==> src/rtl/softmax_pkg.sv <==
// rtl/softmax_pkg.sv - shared constants and state type for the log-domain softmax helpers
//
// LN2      : ln(2) in unsigned 0.16
// LN_LUT   : LN_LUT[i] = ln(1 + 2^-i) in unsigned 0.16, i = 1..15 (entry 0 unused)
// ln_state_t : state encoding for ln_iter_block_16
package softmax_pkg;

    localparam logic [15:0] LN2 = 16'hB172;

    localparam logic [15:0] LN_LUT [16] = '{
        16'h0000, 16'h67CD, 16'h3920, 16'h1E27,
        16'h0F85, 16'h07E1, 16'h03F8, 16'h01FE,
        16'h0100, 16'h0080, 16'h0040, 16'h0020,
        16'h0010, 16'h0008, 16'h0004, 16'h0002
    };

    typedef enum logic [1:0] {
        IDLE = 2'd0,
        NORM = 2'd1,
        ITER = 2'd2,
        OUT  = 2'd3
    } ln_state_t;

endpackage

==> src/rtl/ln_iter_block_16_lod.sv <==
// rtl/ln_iter_block_16_lod.sv - combinational leading-one detector for a 24-bit word
//
// Module lod_24
//   data_i : 24-bit word to scan
//   pos_o  : bit index of the most significant one (0 when data_i is zero)
//   zero_o : high when data_i has no bits set
module lod_24 (
    input  logic [23:0] data_i,
    output logic [4:0]  pos_o,
    output logic        zero_o
);

    always_comb begin
        pos_o = 5'd0;
        // Ascending scan: the last hit is the highest set bit.
        for (int i = 0; i < 24; i++) begin
            if (data_i[i]) begin
                pos_o = 5'(i);
            end
        end
        zero_o = (data_i == 24'd0);
    end

endmodule

==> src/rtl/ln_iter_block_16.sv <==
// rtl/ln_iter_block_16.sv - iterative natural log of an unsigned 8.16 sum
//
// Computes ln(x) by normalising x = 2^k * m, m in [1,2), then driving m towards
// 2.0 with multiplicative factors (1 + 2^-i); the accepted factors' logs sum
// to ln(2/m), so ln(x) = k*ln2 + ln2 - acc.
//
// Optional macro LN_ROUND_EN: round half-up at bit 7 and clamp positive
// overflow to 16'h7FFF; otherwise the result is truncated.
//
// Ports
//   clock_i         : clock, rising edge
//   reset_i         : synchronous active-high reset
//   ln_data_i       : unsigned 8.16 input
//   ln_data_valid_i : qualifies ln_data_i (ignored while busy)
//   ln_busy_o       : high whenever an operation is in flight
//   ln_data_o       : signed 1.7.8 result, held between pulses; 16'h8000 for zero input
//   ln_data_valid_o : one-cycle pulse qualifying ln_data_o
//   ln_done_o       : sticky after the first result until reset
module ln_iter_block_16 #(
    parameter int data_size = 16,
    parameter int sum_size  = 24,
    parameter int iter_num  = 12
) (
    input  logic                 clock_i,
    input  logic                 reset_i,
    input  logic [sum_size-1:0]  ln_data_i,
    input  logic                 ln_data_valid_i,
    output logic                 ln_busy_o,
    output logic [data_size-1:0] ln_data_o,
    output logic                 ln_data_valid_o,
    output logic                 ln_done_o
);

    import softmax_pkg::*;

    localparam logic [3:0] ITER_LAST = 4'(iter_num);

    ln_state_t         state_q, state_d;
    logic [23:0]       x_q;
    logic [23:0]       m_q;
    logic signed [4:0] k_q;
    logic [16:0]       acc_q;
    logic [3:0]        iter_q;
    logic              sat_q;

    logic [4:0]         lod_pos;
    logic               lod_zero;
    logic [24:0]        t_sum;
    logic signed [24:0] res;
    logic [15:0]        out_val;

    lod_24 u_lod (
        .data_i (x_q),
        .pos_o  (lod_pos),
        .zero_o (lod_zero)
    );

    // m is 1.23; bit 24 of the sum flags t >= 2.0.
    assign t_sum = {1'b0, m_q} + ({1'b0, m_q} >> iter_q);

    // Signed 8.16 result in 25 bits: k*LN2 + (LN2 - acc).
    assign res = $signed({{20{k_q[4]}}, k_q}) * $signed({9'd0, LN2})
               + $signed({9'd0, LN2})
               - $signed({8'd0, acc_q});

`ifdef LN_ROUND_EN
    logic signed [24:0] res_rnd;
    assign res_rnd = res + 25'sd128;
    assign out_val = (!res_rnd[24] && res_rnd[23]) ? 16'h7FFF : res_rnd[23:8];
`else
    assign out_val = res[23:8];
`endif

    assign ln_busy_o = (state_q != IDLE);

    always_ff @(posedge clock_i) begin
        if (reset_i) begin
            state_q <= IDLE;
        end else begin
            state_q <= state_d;
        end
    end

    always_comb begin
        state_d = state_q;
        case (state_q)
            IDLE: if (ln_data_valid_i) state_d = NORM;
            NORM: state_d = lod_zero ? OUT : ITER;
            ITER: if (iter_q == ITER_LAST) state_d = OUT;
            OUT:  state_d = IDLE;
            default: state_d = IDLE;
        endcase
    end

    always_ff @(posedge clock_i) begin
        if (reset_i) begin
            x_q             <= '0;
            m_q             <= '0;
            k_q             <= '0;
            acc_q           <= '0;
            iter_q          <= '0;
            sat_q           <= 1'b0;
            ln_data_o       <= '0;
            ln_data_valid_o <= 1'b0;
            ln_done_o       <= 1'b0;
        end else begin
            ln_data_valid_o <= 1'b0;
            case (state_q)
                IDLE: begin
                    if (ln_data_valid_i) begin
                        x_q   <= ln_data_i;
                        sat_q <= 1'b0;
                    end
                end
                NORM: begin
                    k_q    <= $signed(lod_pos - 5'd16);
                    m_q    <= x_q << (5'd23 - lod_pos);
                    acc_q  <= '0;
                    iter_q <= 4'd1;
                    sat_q  <= lod_zero;
                end
                ITER: begin
                    if (!t_sum[24]) begin
                        m_q   <= t_sum[23:0];
                        acc_q <= acc_q + {1'b0, LN_LUT[iter_q]};
                    end
                    iter_q <= iter_q + 4'd1;
                end
                OUT: begin
                    ln_data_o       <= sat_q ? 16'h8000 : out_val;
                    ln_data_valid_o <= 1'b1;
                    ln_done_o       <= 1'b1;
                end
                default: ;
            endcase
        end
    end

endmodule

==> config.mk <==
export PLATFORM = sky130hd
export DESIGN_NAME = ln_iter_block_16
export DESIGN_NICKNAME = d
export VERILOG_FILES = /design/src/rtl/softmax_pkg.sv /design/src/rtl/ln_iter_block_16_lod.sv /design/src/rtl/ln_iter_block_16.sv
export SDC_FILE = /design/constraint.sdc
export NUM_CORES = 1
export LEC_CHECK = 0
export BUFFER_PORTS_ARGS = -buffer_cell sky130_fd_sc_hd__buf_2
export CAP_MARGIN = 25
export CORE_ASPECT_RATIO = 0.5
export CORE_MARGIN = 1.5
export CORE_UTILIZATION = 64
export DETAILED_ROUTE_END_ITERATION = 10
export GPL_ROUTABILITY_DRIVEN = 0
export MAX_ROUTING_LAYER = met4
export PLACE_DENSITY = 0.87
export SYNTH_ARGS = -nofsm -noshare
export SYNTH_HDL_FRONTEND = slang
export SYNTH_HIERARCHICAL = 1
export SYNTH_SLANG_ARGS = --single-unit
==> constraint.sdc <==
create_clock -name clock_i -period 7.9 [get_ports clock_i]
set_input_delay 1.58 -clock clock_i [delete_from_list [all_inputs] [get_ports clock_i]]
set_output_delay 1.58 -clock clock_i [all_outputs]
set_load 0.005 [all_outputs]
### Word level (Yosys, flattened, before mapping)

Memories as Yosys holds them, arrays and structs flattened.
Index checks and enable logic that the tools add are counted.

* memories: 1
* bits in read-only memories: 256
* logic and storage cells: 77
* flip-flop bits (word level): 95
* bits of input ports: 27

* $mul: 1
* mux-type cells: 38
* reduce and logical (&&, ||, !) cells: 9
* bitwise operators: 1
* magnitude comparators: 1
* equality and inequality tests: 7
* add/sub/neg operators: 7
* shifts and indexed selects: 2

Memories
* (no name shown): words 16, width 16, rd ports 1, clocked after memory_dff 0, wr ports 0, line ln_iter_block_16.sv:125 `acc_q <= acc_q + {1'b0, LN_LUT[iter_q]};`

Operators by type and width (count)
* 2-to-1 mux 16 bit: 3
* case mux 24 bit (2 select lines): 1
* 2-to-1 mux 5 bit: 8
* case mux 17 bit (2 select lines): 1
* 2-to-1 mux 4 bit: 8
* adder 24 x 25 -> 25 bit: 1
* >> shifter 24 x 4 -> 25 bit: 1
* logical NOT 24 bit: 1
* 2-to-1 mux 24 bit: 1
* << shifter 24 x 5 -> 24 bit: 1
* subtractor 23 x 18 -> 24 bit: 1
* adder 22 x 17 -> 23 bit (second input constant): 1
* multiplier 5 x 16 -> 21 bit (second input constant): 1
* adder 17 x 16 -> 17 bit: 1
* 2-to-1 mux 17 bit: 1
* 2-to-1 mux 3 bit: 4
* 2-to-1 mux 2 bit: 4
* case mux 2 bit (4 select lines): 1
* case mux 4 bit (2 select lines): 1
* AND reduction 2 bit: 4
* inequality test 2 bit (second input constant): 3
* nonzero test 2 bit: 3
* greater-or-equal comparator 5 bit (second input constant): 1
* inverter 4 -> 5 bit: 1
* other kinds (9): 13

### Depth between registers and ports, before layout

Gate-level depths: netlist (run 1).

* depth after elaboration: 26
* gate-level depth with buffers: 24
* depth with buffers taken out: 24

### Modules after synthesis

The synthesis (run 1) kept the hierarchy.

Modules (own cells, without submodules)
* ln_iter_block_16: cells each 1245, sequential area each 1901.8 um^2, instances 1, area an instance 9888.2 um^2
* lod_24: cells each 46, sequential area each 0.0 um^2, instances 1, area an instance 270.3 um^2

### Worst setup path after synthesis (run 1)

OpenSTA, ideal clock, no wires.

* path kind: register to register
* start: register k_q[2]
* end: register ln_data_o[13]
* arrival time: 5433 ps
* stages on the path, launching flop included: 24
* setup slack: 2350 ps
* data required time: 7783 ps
* library setup time: 117 ps
* cell sequence: dfxtp_1 fa_1 inv_1 fa_1 inv_1 fa_1 inv_1 fa_1 nor2b_1 o21ai_0 a21boi_1 o21ai_0 nand2b_1 a21oi_1 o21bai_1 xor2_1 ha_1 ha_1 a21o_1 a221oi_1 o21ai_2 a221o_1 xor2_1 a22o_1

* cells in the longest elaborated chain, start to end: 4

Ends and longest elaborated chain
* start: declaration: line ln_iter_block_16.sv:41 `logic signed [4:0] k_q;`
* start signal: assignment: line ln_iter_block_16.sv:116 `k_q <= $signed(lod_pos - 5'd16);`
* multiplier 5 x 16 -> 21 bit: line ln_iter_block_16.sv:62 `assign res = $signed({{20{k_q[4]}}, k_q}) * $signed({9'd0, LN2})`
* adder 22 x 17 -> 23 bit: line ln_iter_block_16.sv:63 `+ $signed({9'd0, LN2})`
* subtractor 23 x 18 -> 24 bit: line ln_iter_block_16.sv:64 `- $signed({8'd0, acc_q});`
* 2-to-1 mux 16 bit: line ln_iter_block_16.sv:130 `ln_data_o <= sat_q ? 16'h8000 : out_val;`
* end signal: assignment: line ln_iter_block_16.sv:130
* end: declaration: line ln_iter_block_16.sv:29 `output logic [data_size-1:0] ln_data_o,`

No other way between the ends.
A chain may end at the register's enable or synchronous reset.

### Final worst setup path (run 1)

Ends and elaborated chain as after synthesis.

==> results of run 1 <==
worst max path at each step:
stage	startpoint	end	slack, ps	depth (start not counted)
final	k_q[2]$_SDFFE_PP0P_	ln_data_o[13]$_SDFFE_PP0P_	1860	23
after global placement	k_q[2]$_SDFFE_PP0P_	ln_data_o[13]$_SDFFE_PP0P_	2110	23
after CTS	k_q[2]$_SDFFE_PP0P_	ln_data_o[13]$_SDFFE_PP0P_	1870	23
after detailed placement	k_q[2]$_SDFFE_PP0P_	ln_data_o[13]$_SDFFE_PP0P_	1900	23
after global routing	k_q[2]$_SDFFE_PP0P_	ln_data_o[13]$_SDFFE_PP0P_	1430	23
after floorplan	k_q[2]$_SDFFE_PP0P_	ln_data_o[13]$_SDFFE_PP0P_	2350	23
layout by cell type (no fill, tap or decap), types with 7 or more instances in the layout:
cell type                   count
sky130_fd_sc_hd__a21oi_1      134
sky130_fd_sc_hd__nand2_1      134
sky130_fd_sc_hd__nor2_1       127
sky130_fd_sc_hd__ha_1         118
sky130_fd_sc_hd__dfxtp_1       95
sky130_fd_sc_hd__inv_1         90
sky130_fd_sc_hd__o21ai_0       50
sky130_fd_sc_hd__mux2i_1       49
sky130_fd_sc_hd__buf_2         45
sky130_fd_sc_hd__nand3_1       36
sky130_fd_sc_hd__xnor2_1       26
sky130_fd_sc_hd__a21o_1        25
sky130_fd_sc_hd__nor3_1        21
sky130_fd_sc_hd__mux4_2        20
sky130_fd_sc_hd__xor2_1        18
sky130_fd_sc_hd__a211oi_2      18
sky130_fd_sc_hd__mux2_2        17
sky130_fd_sc_hd__nand2b_1      16
sky130_fd_sc_hd__nor2b_1       12
sky130_fd_sc_hd__o21a_1        12
sky130_fd_sc_hd__a211oi_1      12
sky130_fd_sc_hd__o22ai_1       10
sky130_fd_sc_hd__a22o_1        10
sky130_fd_sc_hd__fa_1          10
sky130_fd_sc_hd__o211ai_1       9
sky130_fd_sc_hd__nand4_1        9
sky130_fd_sc_hd__o21ai_1        9
sky130_fd_sc_hd__a31oi_1        9
sky130_fd_sc_hd__clkbuf_16      9
sky130_fd_sc_hd__buf_4          9
sky130_fd_sc_hd__o221ai_1       8
sky130_fd_sc_hd__o21bai_1       8
sky130_fd_sc_hd__and3_1         7
sky130_fd_sc_hd__and2_1         7
sky130_fd_sc_hd__a211o_1        7
flip-flops by register name, indices dropped and copies added (netlist names):
name and cells:
ln_data_valid_o 1, acc_q 17, ln_done_o 1, iter_q 4, x_q 24, k_q 5
m_q 24, sat_q 1, state_q 2, ln_data_o 16
metal layers:
metal / GRT usage / vias to the layer above / wire (um)
met4: 0.130 / 0 / 864
li1: - / 4686 / -
met2: 0.574 / 508 / 12500
met1: 0.414 / 4596 / 11200
met3: 0.0528 / 90 / 2220
met5: - / - / 0
kinds of logic after synthesis:
logic type | synth area share
and+or+nand+nor | 0.170
AOI/OAI and AO/OA | 0.263
buffers and inverters | 0.0638
adders and majority gates | 0.165
DFF | 0.187
muxes | 0.113
xor gates and xnor gates | 0.0379
layout make-up:
type | instances | share of cell area
clock buffer | 9 | 0.0209
clock inverter | 7 | 0.00524
inverter | 96 | 0.0335
multi-input combinational | 1034 | 0.711
sequential | 95 | 0.177
tap | 204 | 0.0237
timing repair buffer | 55 | 0.0291
power by group through the flow:
| stage | sequential, mW | clock, mW | combinational (mW) |
|---|---|---|---|
| 6_report | 0.731 | 0.440 | 3.54 |
| 5_1_grt | 0.746 | 0.463 | 3.89 |
| 4_1_cts | 0.725 | 0.439 | 3.45 |
| 3_5_place_dp | 0.734 | 0 | 3.41 |
| 3_3_place_gp | 0.727 | 0 | 3.26 |
| 2_1_floorplan | 0.687 | 0 | 2.74 |
Yosys cell counts, types with 8 or more instances:
cell type	n
sky130_fd_sc_hd__a31oi_1	9
sky130_fd_sc_hd__o21bai_1	8
sky130_fd_sc_hd__a21oi_1	135
sky130_fd_sc_hd__a21o_1	25
sky130_fd_sc_hd__buf_1	12
sky130_fd_sc_hd__xor2_1	18
sky130_fd_sc_hd__o22ai_1	10
sky130_fd_sc_hd__a211oi_1	12
sky130_fd_sc_hd__nand2b_1	16
sky130_fd_sc_hd__dfxtp_1	95
sky130_fd_sc_hd__xnor2_1	26
sky130_fd_sc_hd__o21ai_0	51
sky130_fd_sc_hd__o221ai_1	8
sky130_fd_sc_hd__fa_1	10
sky130_fd_sc_hd__nor3_1	21
sky130_fd_sc_hd__o21ai_1	8
sky130_fd_sc_hd__inv_1	90
sky130_fd_sc_hd__clkbuf_1	41
sky130_fd_sc_hd__nor2_1	127
sky130_fd_sc_hd__o21a_1	12
sky130_fd_sc_hd__o211ai_1	9
sky130_fd_sc_hd__a22o_1	11
sky130_fd_sc_hd__mux2_2	17
sky130_fd_sc_hd__nand3_1	36
sky130_fd_sc_hd__nor2b_1	12
sky130_fd_sc_hd__nand4_1	9
sky130_fd_sc_hd__buf_2	8
sky130_fd_sc_hd__ha_1	118
sky130_fd_sc_hd__mux2i_1	49
sky130_fd_sc_hd__a211oi_2	18
sky130_fd_sc_hd__mux4_2	20
sky130_fd_sc_hd__nand2_1	134
critical path: stages (launching register included):
cell and delay, ps:
sky130_fd_sc_hd__dfxtp_1 440, sky130_fd_sc_hd__fa_1 640, sky130_fd_sc_hd__inv_1 80, sky130_fd_sc_hd__fa_1 510
sky130_fd_sc_hd__inv_1 50, sky130_fd_sc_hd__fa_1 530, sky130_fd_sc_hd__inv_1 70, sky130_fd_sc_hd__fa_1 460
sky130_fd_sc_hd__nor2b_1 140, sky130_fd_sc_hd__o21ai_0 130, sky130_fd_sc_hd__a21boi_1 190, sky130_fd_sc_hd__o21ai_0 90
sky130_fd_sc_hd__nand2b_1 130, sky130_fd_sc_hd__a21oi_1 130, sky130_fd_sc_hd__o21bai_1 170, sky130_fd_sc_hd__xor2_1 160
sky130_fd_sc_hd__ha_1 250, sky130_fd_sc_hd__ha_1 370, sky130_fd_sc_hd__a21o_1 180, sky130_fd_sc_hd__a221oi_1 340
sky130_fd_sc_hd__o21ai_2 150, sky130_fd_sc_hd__a221o_1 360, sky130_fd_sc_hd__xor2_1 160, sky130_fd_sc_hd__a22o_1 190
per-stage QoR:
step / setup slack [ps] / hold WS (ps)
6_report: 1860 / 464
5_1_grt: 1430 / 503
4_1_cts: 1870 / 468
3_5_place_dp: 1900 / 451
3_3_place_gp: 2110 / 439
2_1_floorplan: 2350 / 458
==> impl_results.md, run 1 <==
* Outcome: finished, final reports clean
* Internal power consumption at 2.23 mW
* Sequential element share of the synthesized area at 0.187
* Post-cts resize count at 0
* Die outline height at 92.1 um
* Fraction of power consumed by sequential logic at 0.155
* Final Cycle Share at 0.765
* Vias in the first global route at around 9,500
* Terminating pin of the worst hold path: ln_done_o$_SDFFE_PP0P_
* Count of pins over their slew limit at 0
* Clock transition time at the flip-flop clock pins of the worst setup and hold paths at 70 ps
* HPWL after DPL at just under 20,000 um
* Max-Cap Viols at 0
* TritonCTS clock tree: yes
* Origin of the critical flop-to-flop path: k_q[2]$_SDFFE_PP0P_
* Clock Skew at 12.5 ps
* Setup crit start kind: flop
* Number of nets produced by synthesis at 1,446
* Setup repair after global routing missed its margin: false
* Number of fillers in the final layout at 1,190
* Hold crit path type: flop to flop
* Final standard cell area without fillers at 10,800 um^2
* CP arrival at 6300 ps
* Worst Hold Depth at 2
* Wire length per cell after detailed routing at between 15 and 20 um
* Total I/O pin count at 46
* Final number of hold-violating endpoints at 0
* Post-Place Cell Area at 10,400 um^2
* Total power divided by cell area at about 440 nW/um^2
* Port bufs at 45
* Fraction of synthesized cell area taken by the top area cell type at 0.187
* TritonCTS Buffers at 9
* Number of setup buffers added after CTS at 0
* Switching power at 2.48 mW
* Footprint of the flip-flops and latches at 1900 um^2
* Worst r2r dst: ln_data_o[13]$_SDFFE_PP0P_
* Number of enable-type register cells in the synthesized netlist at 0
* First-pass GRT wire length at 45,200 um
* Number of endpoints failing setup at the final stage at 0
* Post-synth design cell area at 10,200 um^2
* Worst Reg-to-Reg Cells at 23
* Portion of total power attributed to combinational logic at 0.751
* Remaining global-route overflow at 0
* Clk network pwr share at 0.093
* Via density per instance at between 6 and 7
* Tot GR Track Use at 0.340
* Pin count of the biggest net entering global routing at 83
* Placeable Area at 15,500 um^2
* Avg Cell Area, Syn at 7.87 um^2
* Req. time, crit path at 8150 ps
* DRT Wirelength at roughly 27,000 um
* Top achievable clock speed at 166 MHz
* Final cell count without fillers at ~1,500
* Number of H-tree levels at 3
* Top cells by area in the synthesized netlist: sky130_fd_sc_hd__dfxtp_1, sky130_fd_sc_hd__ha_1, sky130_fd_sc_hd__a21oi_1
* Remaining design rule violation count at 0
* Hold buffers post-CTS at 0
* Cell Count Post-Placement at 1,483
* Fraction of final layout cells with drive strength greater than 1 at 0.116
* Buffer type at the clock tree root: sky130_fd_sc_hd__clkbuf_16
* R2R Setup Slk at about 1900 ps
* Core utilization of the finished layout at 0.696
* Shortest period the worst path allows at 6040 ps
* Crit Path Category: flop to flop
* Cell type with the largest total area after synthesis: sky130_fd_sc_hd__dfxtp_1
* Number of diodes at 0
* Static leakage power at 4.71 nW
* Worst vdd rail ir drop at 0.000281 V
* Area grow syn2layout at 5.83%
* Worst slew margin relative to its limit at 0.293
* Worst hold start: ln_done_o$_SDFFE_PP0P_
* Category of the worst setup path capture point: flop
* Switching part of the total at 0.526
* Highest net fanout along the worst path at 9
* Die outline width at 181 um
* Post-detailed-route count of antenna-violating nets at 0
* Primary flip-flop cell chosen by synthesis mapping: sky130_fd_sc_hd__dfxtp_1
* Via total after detailed routing at 9,880
* Detailed router's first-iteration violation count at 1,080
* Die outline area at 16,700 um^2
* Synthesized instance count at around 1,300
* Antenna violations before repair at 0
* Initial Util at 0.657
* Clock sink count at 95
* Share of flip-flops with an asynchronous set or reset after synthesis at 0
* Standard-cell rows at 32
* Later-pin clock latency in the skew report at 370 ps
* Count of unique library cells instantiated by Yosys at 83
* Design Power at 4.71 mW
* Net count of the finished layout at 1,446
* Slew at the pin closest to its max-slew limit at between 1000 and 1500 ps
* Footprint of the multi-input gates at 7640 um^2
* Final total negative setup slack at 0 ps
* Syn. warnings at 6
* Yosys reg bits at 95
* First-pass DRT Iterations at 5
* Max clock buf depth at 2
Note: power is estimated with default switching activity, not from simulation.
==> run 2: changes to the inputs <==
--- a/config.mk
+++ b/config.mk
@@ -9,11 +9,11 @@
 export CAP_MARGIN = 25
 export CORE_ASPECT_RATIO = 0.5
 export CORE_MARGIN = 1.5
-export CORE_UTILIZATION = 64
+export CORE_UTILIZATION = 58
 export DETAILED_ROUTE_END_ITERATION = 10
 export GPL_ROUTABILITY_DRIVEN = 0
 export MAX_ROUTING_LAYER = met4
-export PLACE_DENSITY = 0.87
+export PLACE_DENSITY = 0.84
 export SYNTH_ARGS = -nofsm -noshare
 export SYNTH_HDL_FRONTEND = slang
 export SYNTH_HIERARCHICAL = 1
==> constraint.sdc (replaced) <==
create_clock -name clock_i -period 5.2 [get_ports clock_i]
set_input_delay 1.04 -clock clock_i [delete_from_list [all_inputs] [get_ports clock_i]]
set_output_delay 1.04 -clock clock_i [all_outputs]
set_load 0.005 [all_outputs]
==> run 2 against run 1 <==
The flow now finishes with violations (negative setup slack). Via count increased by 0.40%. Wire length up 1.7%. Total power grew 67%. Sequential power is 49% higher. Cell count grew 3.8%. Count of clock-buffer cells in the layout up 1. Flip-flop and latch count unchanged. Die area grew 10%. Non-clock buffer count grew 34. Core utilization shrank 2.5 points. Critical path type unchanged.
==> impl_results.md, run 2 (synthesis gave the netlist of run 1 again) <==
* Outcome: finished with violations (was finished, final reports clean)
* Violated checks: negative setup slack
* Number of diodes at 0 (unchanged)
* First-pass GRT wire length at 44,700 um (was 45,200 um)
* Most frequent cell on the critical path: sky130_fd_sc_hd__fa_1 (unchanged)
* Port bufs at 45 (unchanged)
* Worst slew margin relative to its limit at 0.339 (was 0.293)
* Worst-case setup margin in the final layout at -227 ps (was 1860 ps)
* Crit-path max cell delay at 570 ps (was 640 ps)
* Number of H-tree levels at 3 (unchanged)
* Final number of hold-violating endpoints at 0 (unchanged)
* Final standard cell area without fillers at 11,200 um^2 (was 10,800 um^2)
* Post-detailed-route count of antenna-violating nets at 0 (unchanged)
* Tot GR Track Use at 0.311 (was 0.340)
* Fraction of final layout cells with drive strength greater than 1 at 0.158 (was 0.116)
* Worst Hold Depth at 1 (was 2)
* Final Cycle Share at 1.04 (was 0.765)
* Area grow syn2layout at 10.7% (was 5.83%)
* Max-Cap Viols at 0 (unchanged)
* Net count of the finished layout at 1,480 (was 1,446)
* Highest net fanout along the worst path at 3 (was 9)
* Sum of buffers and inverters on the critical path at 3 (unchanged)
* Buffer type at the clock tree root: sky130_fd_sc_hd__clkbuf_16 (unchanged)
* Worst vdd rail ir drop at 0.000562 V (was 0.000281 V)
* Later-pin clock latency in the skew report at 370 ps (about the same)
* Final cell count without fillers at 1,557 (was 1,500)
* Total power divided by cell area at 698 nW/um^2 (was 438 nW/um^2)
* Remaining global-route overflow at 0 (unchanged)
* Crit Path Category: flop to flop (unchanged)
* Via density per instance at 6.37 (was 6.59)
* Clock Skew at 13.3 ps (was 12.5 ps)
* Count of pins over their slew limit at 0 (unchanged)
* Initial Util at 0.606 (was 0.657)
* Standard-cell rows at 33 (was 32)
* Number of fillers in the final layout at 1,344 (was 1,190)
* Via total after detailed routing at 9,920 (was 9,880)
* Slowest library cell on the worst path: sky130_fd_sc_hd__fa_1 (unchanged)
* Worst path cell trace: fa_1 -> inv_2 -> fa_1 -> inv_1 -> fa_1 -> inv_1 -> fa_2 -> nor2b_2 -> o21ai_2 -> a21boi_2 -> o21ai_1 -> nand2b_1 -> a21oi_2 -> o21bai_1 -> xor2_1 -> ha_1 -> ha_4 -> a21o_1 -> a221oi_2 -> o21ai_2 -> a221o_1 -> xor2_1 -> a22o_1 (was fa_1 -> inv_1 -> fa_1 -> inv_1 -> fa_1 -> inv_1 -> fa_1 -> nor2b_1 -> o21ai_0 -> a21boi_1 -> o21ai_0 -> nand2b_1 -> a21oi_1 -> o21bai_1 -> xor2_1 -> ha_1 -> ha_1 -> a21o_1 -> a221oi_1 -> o21ai_2 -> a221o_1 -> xor2_1 -> a22o_1)
* HPWL after DPL at 20,600 um (was 19,900 um)
* TritonCTS Buffers at 9 (unchanged)
* First-pass DRT Iterations at 6 (was 5)
* Hold crit path type: flop to flop (unchanged)
* Static leakage power at 4.92 nW (was 4.71 nW)
* Antenna violations before repair at 0 (unchanged)
* Pin count of the biggest net entering global routing at 43 (was 83)
* Detailed router's first-iteration violation count at 1,076 (was 1,080)
* Path length in cells of the critical path at 23 (unchanged)
* Clock transition time at the flip-flop clock pins of the worst setup and hold paths at 70 ps (about the same)
* Placeable Area at 16,800 um^2 (was 15,500 um^2)
* DRT Wirelength at 27,300 um (was 26,800 um)
* R2R Setup Slk at -230 ps (was 1860 ps)
* Top achievable clock speed at 184 MHz (was 166 MHz)
* Setup repair after global routing missed its margin: true (was false)
* Kind of cell adding the most delay to the critical path: adder cells (unchanged)
* Number of endpoints failing setup at the final stage at 7 (was 0)
* Category of the worst setup path capture point: flop (unchanged)
* Wire length per cell after detailed routing at 17.5 um (was 17.9 um)
* Largest registers: m_q: 24 flops, x_q: 24 flops, acc_q: 17 flops (unchanged)
* Commonest cells after routing, fill and taps aside: sky130_fd_sc_hd__nand2_1, sky130_fd_sc_hd__a21oi_1, sky130_fd_sc_hd__nor2_1, sky130_fd_sc_hd__ha_1, sky130_fd_sc_hd__dfxtp_1 (was sky130_fd_sc_hd__a21oi_1, sky130_fd_sc_hd__nand2_1, sky130_fd_sc_hd__nor2_1, sky130_fd_sc_hd__ha_1, sky130_fd_sc_hd__dfxtp_1)
* Most common cell after layout, fill and taps aside: sky130_fd_sc_hd__nand2_1
* Cell Count Post-Placement at 1,533 (was 1,483)
* Max clock buf depth at 2 (unchanged)
* Worst Reg-to-Reg Cells at 23 (unchanged)
* Die outline width at 190 um (was 181 um)
* Slew at the pin closest to its max-slew limit at 984 ps (was 1050 ps)
* Die outline area at 18,400 um^2 (was 16,700 um^2)
* Remaining design rule violation count at 0 (unchanged)
* Die outline height at 96.6 um (was 92.1 um)
* Post-Place Cell Area at 10,800 um^2 (was 10,400 um^2)
* Shortest period the worst path allows at 5430 ps (was 6040 ps)
* Vias in the first global route at 9,329 (was 9,513)
* Total I/O pin count at 46 (unchanged)
* Setup crit start kind: flop (unchanged)
* TritonCTS clock tree: yes (unchanged)
* Req. time, crit path at 5450 ps (was 8150 ps)
* CP arrival at 5680 ps (was 6300 ps)
* Clock sink count at 95 (unchanged)
[run 2: changes by cell type in the layout (fill, tap and decap cells not counted), moves of 3 or more]
cell                         before  now
sky130_fd_sc_hd__a21oi_1        134  129
sky130_fd_sc_hd__a21oi_2          2    7
sky130_fd_sc_hd__buf_4            9   43
sky130_fd_sc_hd__clkinvlp_4       3    0
sky130_fd_sc_hd__ha_1           118  112
sky130_fd_sc_hd__ha_4             0    6
sky130_fd_sc_hd__inv_1           90   86
sky130_fd_sc_hd__inv_2            2    6
sky130_fd_sc_hd__o21ai_0         50   45
sky130_fd_sc_hd__o21ai_1          9   12
[run 2: path summary, 6_finish.rpt]
check,startpoint,to
max,k_q[3]$_SDFFE_PP0P_,ln_data_o[13]$_SDFFE_PP0P_
min reg2reg,ln_data_o[6]$_SDFFE_PP0P_,ln_data_o[6]$_SDFFE_PP0P_
max reg2reg,k_q[3]$_SDFFE_PP0P_,ln_data_o[13]$_SDFFE_PP0P_
min,ln_data_o[6]$_SDFFE_PP0P_,ln_data_o[6]$_SDFFE_PP0P_
[run 2: layer usage]
metal | routed length (um) | up-vias | share of wire | global-route usage
met5 | 0 | - | 0 | -
met4 | 907 | 0 | 0.033 | 0.128
met3 | 2100 | 90 | 0.077 | 0.0589
met2 | 12600 | 491 | 0.46 | 0.530
met1 | 11600 | 4585 | 0.43 | 0.368
li1 | - | 4754 | - | -
[run 2: timing repair]
action | in CTS | in global routing
setup buffers | 5 | 3
endpoints found under the hold margin | 0 | 0
hold buffers | 0 | 0
gates cloned | 0 | 0
pin swaps | 15 | 17
resized for setup | 7 | 14
endpoints found under the setup margin | 8 | 12
[run 2: per-stage QoR]
stage	hold WS [ps]	setup WS [ps]	power [mW]	util	TNS (ps)
3_5_place_dp	453	-262	6.63	0.642	-1240
5_1_grt	490	-398	8.46	0.671	-2280
2_1_floorplan	458	35.2	5.33	-	0
6_report	468	-227	7.85	0.671	-1080
3_3_place_gp	448	7.30	6.40	0.642	0
4_1_cts	468	-264	7.51	0.666	-1150
[run 2: layout make-up]
cell class	instances	area, um^2	share of cell area
Multi-Input combinational cell	1034	7820	0.695
Sequential cell	95	1910	0.170
Timing Repair Buffer	89	559	0.0497
Inverter	96	360	0.0320
Tap cell	227	284	0.0253
Clock buffer	10	229	0.0204
Clock inverter	6	93.8	0.00834
[run 2: where the power goes]
| part | switching (mW) | internal, mW | total [mW] |
|---|---|---|---|
| clock | 0.318 | 0.426 | 0.744 |
| sequential | 0.205 | 0.885 | 1.09 |
| combinational | 3.42 | 2.60 | 6.02 |
| total | 3.95 | 3.91 | 7.85 |
